--- src/rtl/data_memory_ctrl_if.sv ---
// Request/response bundle between the control unit and data memory.
// The master issues single-cycle requests; the slave reports BUSY/DONE/ERR.
interface data_memory_ctrl_if #(
  parameter int ADDR_W = 16,
  parameter int DATA_W = 16
);
  logic [ADDR_W-1:0] DMADDR;
  logic [DATA_W-1:0] DMDIN;
  logic              MEM_RD;
  logic              MEM_WR;
  logic [DATA_W-1:0] DMDOUT;
  logic              BUSY;
  logic              DONE;
  logic              ERR;

  modport master (
    output DMADDR,
    output DMDIN,
    output MEM_RD,
    output MEM_WR,
    input  DMDOUT,
    input  BUSY,
    input  DONE,
    input  ERR
  );

  modport slave (
    input  DMADDR,
    input  DMDIN,
    input  MEM_RD,
    input  MEM_WR,
    output DMDOUT,
    output BUSY,
    output DONE,
    output ERR
  );
endinterface

--- src/rtl/data_memory_ctrl.sv ---
// Word-addressed data memory with a fixed-latency access controller.
// Requests are latched in IDLE and completed LATENCY edges later.
module data_memory_ctrl #(
  parameter int ADDR_W  = 16,
  parameter int DATA_W  = 16,
  parameter int DEPTH   = 256,
  parameter int LATENCY = 2
) (
  input  logic                clk,
  input  logic                RST,
  data_memory_ctrl_if.slave   bus
);

  localparam int AW = (DEPTH > 1) ? $clog2(DEPTH) : 1;
  localparam int CW = (LATENCY > 1) ? $clog2(LATENCY) : 1;
  localparam logic [CW-1:0] CNT_INIT = CW'(LATENCY - 1);
  localparam logic [ADDR_W:0] DEPTH_L = (ADDR_W + 1)'(DEPTH);

  typedef enum logic {
    IDLE,
    ACCESS
  } state_e;

  state_e            state_q, state_d;
  logic [CW-1:0]     cnt_q, cnt_d;
  logic [AW-1:0]     addr_q, addr_d;
  logic [DATA_W-1:0] data_q, data_d;
  logic              wr_q, wr_d;
  logic [DATA_W-1:0] dout_q, dout_d;
  logic              busy_q, busy_d;
  logic              done_q, done_d;
  logic              err_q, err_d;
  logic              mem_we;

  logic [DATA_W-1:0] mem [DEPTH];

  logic req_any;
  logic req_both;
  logic in_range;
  logic cnt_last;

  assign req_any  = bus.MEM_RD ^ bus.MEM_WR;
  assign req_both = bus.MEM_RD & bus.MEM_WR;
  assign in_range = {1'b0, bus.DMADDR} < DEPTH_L;
  assign cnt_last = (cnt_q == '0);

  always_comb begin
    state_d = state_q;
    cnt_d   = cnt_q;
    addr_d  = addr_q;
    data_d  = data_q;
    wr_d    = wr_q;
    dout_d  = dout_q;
    busy_d  = busy_q;
    done_d  = 1'b0;
    err_d   = 1'b0;
    mem_we  = 1'b0;
    unique case (state_q)
      IDLE: begin
        if (req_both) begin
          err_d = 1'b1;
        end else if (req_any) begin
          if (in_range) begin
            addr_d  = bus.DMADDR[AW-1:0];
            data_d  = bus.DMDIN;
            wr_d    = bus.MEM_WR;
            cnt_d   = CNT_INIT;
            busy_d  = 1'b1;
            state_d = ACCESS;
          end else begin
            // Out-of-range is rejected, never truncated into the array
            err_d = 1'b1;
          end
        end
      end
      ACCESS: begin
        if (!cnt_last) begin
          cnt_d = cnt_q - 1'b1;
        end else begin
          if (wr_q) begin
            mem_we = 1'b1;
          end else begin
            dout_d = mem[addr_q];
          end
          done_d  = 1'b1;
          busy_d  = 1'b0;
          state_d = IDLE;
        end
      end
      default: state_d = IDLE;
    endcase
  end

  always_ff @(posedge clk) begin
    if (RST) begin
      state_q <= IDLE;
      cnt_q   <= '0;
      addr_q  <= '0;
      data_q  <= '0;
      wr_q    <= 1'b0;
      dout_q  <= '0;
      busy_q  <= 1'b0;
      done_q  <= 1'b0;
      err_q   <= 1'b0;
    end else begin
      state_q <= state_d;
      cnt_q   <= cnt_d;
      addr_q  <= addr_d;
      data_q  <= data_d;
      wr_q    <= wr_d;
      dout_q  <= dout_d;
      busy_q  <= busy_d;
      done_q  <= done_d;
      err_q   <= err_d;
    end
  end

  // Array is not reset; RST only suppresses a pending write
  always_ff @(posedge clk) begin
    if (!RST && mem_we) begin
      mem[addr_q] <= data_q;
    end
  end

  assign bus.DMDOUT = dout_q;
  assign bus.BUSY   = busy_q;
  assign bus.DONE   = done_q;
  assign bus.ERR    = err_q;

endmodule

--- src/flat_wrapper.sv ---
// flat-port wrapper written by rule: the top's interface ports become plain ports
module data_memory_ctrl_flat 
#(
  parameter int ADDR_W  = 16,
  parameter int DATA_W  = 16,
  parameter int DEPTH   = 256,
  parameter int LATENCY = 2
)
  (clk, RST, bus_DMADDR, bus_DMDIN, bus_MEM_RD, bus_MEM_WR, bus_DMDOUT, bus_BUSY, bus_DONE, bus_ERR);
  data_memory_ctrl_if #(.ADDR_W(ADDR_W), .DATA_W(DATA_W)) bus_i ();
  input  logic clk;
  input  logic RST;
  input wire logic [$bits(bus_i.DMADDR)-1:0] bus_DMADDR;
  input wire logic [$bits(bus_i.DMDIN)-1:0] bus_DMDIN;
  input wire logic [$bits(bus_i.MEM_RD)-1:0] bus_MEM_RD;
  input wire logic [$bits(bus_i.MEM_WR)-1:0] bus_MEM_WR;
  output wire logic [$bits(bus_i.DMDOUT)-1:0] bus_DMDOUT;
  output wire logic [$bits(bus_i.BUSY)-1:0] bus_BUSY;
  output wire logic [$bits(bus_i.DONE)-1:0] bus_DONE;
  output wire logic [$bits(bus_i.ERR)-1:0] bus_ERR;
  assign bus_i.DMADDR = bus_DMADDR;
  assign bus_i.DMDIN = bus_DMDIN;
  assign bus_i.MEM_RD = bus_MEM_RD;
  assign bus_i.MEM_WR = bus_MEM_WR;
  assign bus_DMDOUT = bus_i.DMDOUT;
  assign bus_BUSY = bus_i.BUSY;
  assign bus_DONE = bus_i.DONE;
  assign bus_ERR = bus_i.ERR;
  data_memory_ctrl #(.ADDR_W(ADDR_W), .DATA_W(DATA_W), .DEPTH(DEPTH), .LATENCY(LATENCY)) u_core (.clk(clk), .RST(RST), .bus(bus_i));
endmodule
--- config.mk ---
export PLATFORM = sky130hd
export DESIGN_NAME = data_memory_ctrl_flat
export DESIGN_NICKNAME = d
export VERILOG_FILES = /design/src/rtl/data_memory_ctrl_if.sv /design/src/rtl/data_memory_ctrl.sv /design/src/flat_wrapper.sv
export SDC_FILE = /design/constraint.sdc
export NUM_CORES = 2
export LEC_CHECK = 0
export CAP_MARGIN = 20
export CORE_MARGIN = 2
export CORE_UTILIZATION = 30
export DETAILED_ROUTE_END_ITERATION = 8
export MAX_ROUTING_LAYER = met4
export SKIP_CTS_REPAIR_TIMING = 1
export SLEW_MARGIN = 25
export SYNTH_ARGS = -nofsm -noshare
export SYNTH_HDL_FRONTEND = slang
export SYNTH_SLANG_ARGS = --single-unit
export TNS_END_PERCENT = 100
--- constraint.sdc ---
create_clock -name clk -period 9.85 [get_ports clk]
set_input_delay 1.97 -clock clk [delete_from_list [all_inputs] [get_ports clk]]
set_output_delay 1.97 -clock clk [all_outputs]
set_load 0.005 [all_outputs]
==> impl_metrics.toml <==
[run_status]
run_status = "finished clean"

[drt]
drt_drc_violations_left = 0
detail-route-antenna-nets = 0
firstDrtPassIters = 7
wl_per_cell_um = 29.3
initialDrtViolationCount = 11800
drt-total-wl_mm = 441
viasPerCell = 5.27
dr_total_vias = 79300

[timing]
maxClockFrequency_mhz = 187
final-hold-violation-count = 0
unrepaired_setup_endpoints_after_global_routing = "false"
final_critical_path_setup_slack_ps = 4490
finalCriticalPeriod_ps = 5360
setup-tns-final_ps = 0
finalCritPeriodShare_pct = 54.4
fin_skew_ps = 73.3
final-max-slew-violation-count = 0
timing.max_slew.rel_slack_pct = 13.6
max_slew.worst_pin.slew_ps = 1290
finalSetupViolations = 0

[yosys]
synth_top_area_share_pct = 77.1
avgSynthCellArea_um2 = 21.9
synth_fp_nets = 7315
yosys.area_share.simple_pct = 2.30
synth_commonest_cells = "4096 x edfxtp_1, 997 x mux4_2, 330 x nand2_1"
dominant_combinational_cell_family_by_area_after_synthesis = "multiplexers"
synth_largest_area_cell = "edfxtp_1"
synth-seq-cells = 4142
ys.warnings.count = 0
synthTopCellsByArea = "edfxtp_1 77%, mux4_2 14%, mux2i_1 1.9%"
gate_count_after_technology_mapping = 7278
synthMuxAreaShare_pct = 16.1
post_synth_arst_share_pct = 0
synth_ff_type = "edfxtp_1"
adder_and_majority_cell_fraction_of_the_synthesized_area_pct = 0.00784
synth_most_common_cell = "edfxtp_1"
synth_xor_xnor_area_share_pct = 0
area_of_the_mapped_netlist_um2 = 160000
synth_enable_flop_cells = 4096
compound_cell_area_share_of_the_yosys_netlist_pct = 2.26
yosysSeqAreaShare_pct = 77.7
synth.distinct_cells = 74

[power]
power-per-cell-area_nw_per_um2 = 189
cellLeakagePower_nw = 45.0
worst_case_vdd_ir_drop_uv = 141

[clock_network]
tritoncts_buffer_count = 404
cts.htree.levels = 5
clkLatencyLatePin_ps = 990
tritoncts_num_sinks = 4142
ctsRootBufferMaster = "clkbuf_16"
clk_pin_slew_worst_paths_ps = 60
clock_tree_from_tritoncts = "yes"
clk_path_buf_depth = 4

[cells_and_area]
area_growth_pct = 14.8
finalNetCount = 7726
drive_gt1_share_pct = 25.9

[critical_path]
crit_path_end_kind = "flop"
timing.rr.end = "u_core.bus.DMDOUT[7]"
depth_of_the_most_critical_reg_to_reg_path = 8
worst_ep_required_time_ps = 10710
crit_path_end = "u_core.bus.DMDOUT[7]"
crit_path_max_fanout = 34
startpoint_type = "flop"
crit_start = "u_core.addr_q[6]"
worst_path_arrival_time_ps = 6220
timing.reg2reg.setup_slack_ps = 4490
launch_point_of_the_worst_reg_to_reg_path = "u_core.addr_q[6]"
crit_type = "flop to flop"

[grt]
grt_start_max_net_pins = 188
first_pass_grt_wire_length_mm = 616
grt_pass1_vias = 78900
grt_antenna_before_repair = 28
grt_remaining_overflow = 0
grt_util_all_layers_pct = 16.3

[die]
fp-row-count = 267
die_w_um = 733
die_area_um2 = 538000
ios = 55
die_h_um = 733
placeableCoreArea_um2 = 529000
initial_core_util_pct = 30.2

[job]
max_cap_viol_count = 0

[placement]
portBuffers = 54
routability_congestion_estimate = 0.920
place_hpwl_mm = 263
pre_cts_ws_ps = 4150

[worst_hold_path]
hp-class = "flop to flop"
## critical path, stage by stage (launching register included)
cell and delay [ps]:
dfxtp_4 820, buf_4 640, nand2b_1 640, nor3_2 310
a22oi_1 590, o32ai_1 410, nor4b_2 1180, a311oi_1 210
a41o_1 270
## kinds of logic (layout without fill, tap and decap cells)
kind of cell	after synthesis	in the layout
simple gates	860	860
flops	4142	4142
mux	1322	1322
fa+ha+maj	1	1
other cells	0	9
compound gates	511	511
buf+inv	442	1194
## metrics by stage
step / cell area [um2] / power, mW / cells / utilization, % / hold slack [ps]
2_1_floorplan: 160000 / 19.5 / 7278 / - / 445
3_3_place_gp: 170000 / 19.5 / 14300 / 32.1 / 455
3_5_place_dp: 170000 / 19.5 / 14300 / 32.1 / 459
4_1_cts: 183000 / 34.8 / 15000 / 34.6 / 479
5_1_grt: 183000 / 35.5 / 15000 / 34.6 / 503
6_report: 183000 / 34.6 / 15000 / 34.6 / 492
## report_power, final
group	switching (mW)	leakage, nW	internal [mW]	total (mW)
combinational	0.0403	9.91	0.0315	0.0718
clock	6.67	6.39	8.77	15.4
sequential	0.0204	28.7	19.1	19.1
total	6.73	45.0	27.9	34.6
## how the worst min path moves through the flow
stage	depth (start not counted)	slack, ps	endpoint	from
after detailed placement	2	460	u_core.bus.BUSY	u_core.bus.BUSY
after global placement	2	460	u_core.state_q	u_core.cnt_q
after floorplan	2	440	u_core.state_q	u_core.cnt_q
after CTS	2	480	u_core.bus.BUSY	u_core.bus.BUSY
after global routing	2	500	u_core.bus.BUSY	u_core.bus.BUSY
final	2	490	u_core.state_q	u_core.cnt_q
## area by class of cell
| cell class | count | area, um2 |
|---|---|---|
| clock buffer | 506 | 10700 |
| fill | 48700 | 346000 |
| tap | 6994 | 8750 |
| inverter | 9 | 46.3 |
| sequential | 4142 | 124000 |
| timing repair buffer | 438 | 3830 |
| clock inverter | 241 | 2470 |
| antenna | 9 | 22.5 |
| multi-input combinational | 2694 | 33400 |
## per-layer routing
metal  global-route usage (%)  up-vias  wire length [um]
li1                         -    31500                 -
met1                     21.6    42800            175000
met2                     24.7     4266            204000
met3                     4.22      743             46700
met4                     5.17        0             15500
met5                        -        -                 0
## placed cells by master (no fill, tap or decap), types with 53 or more instances in the layout
cell type        netlist  final
edfxtp_1            4096   4096
mux4_2               997    997
clkbuf_16              0    411
buf_4                110    352
nand2_1              330    319
mux2i_1              310    309
nor2_1               324    289
clkbuf_1             124     88
clkinv_1               1     83
a21oi_1               82     82
a22oi_1               76     76
o22ai_1               76     76
nand3_1               75     74
clkinv_2               0     70
o21ai_0               53     53
clkdlybuf4s50_1        0     53
## state kept, by name (all words and copies together) (netlist names)
register / count
u_core.addr_q: 8
u_core.mem: 4096
u_core.bus.DONE: 1
u_core.bus.BUSY: 1
u_core.wr_q: 1
u_core.bus.ERR: 1
u_core.data_q: 16
u_core.cnt_q: 1
u_core.state_q: 1
u_core.bus.DMDOUT: 16
(Power assumes the default switching activity.)
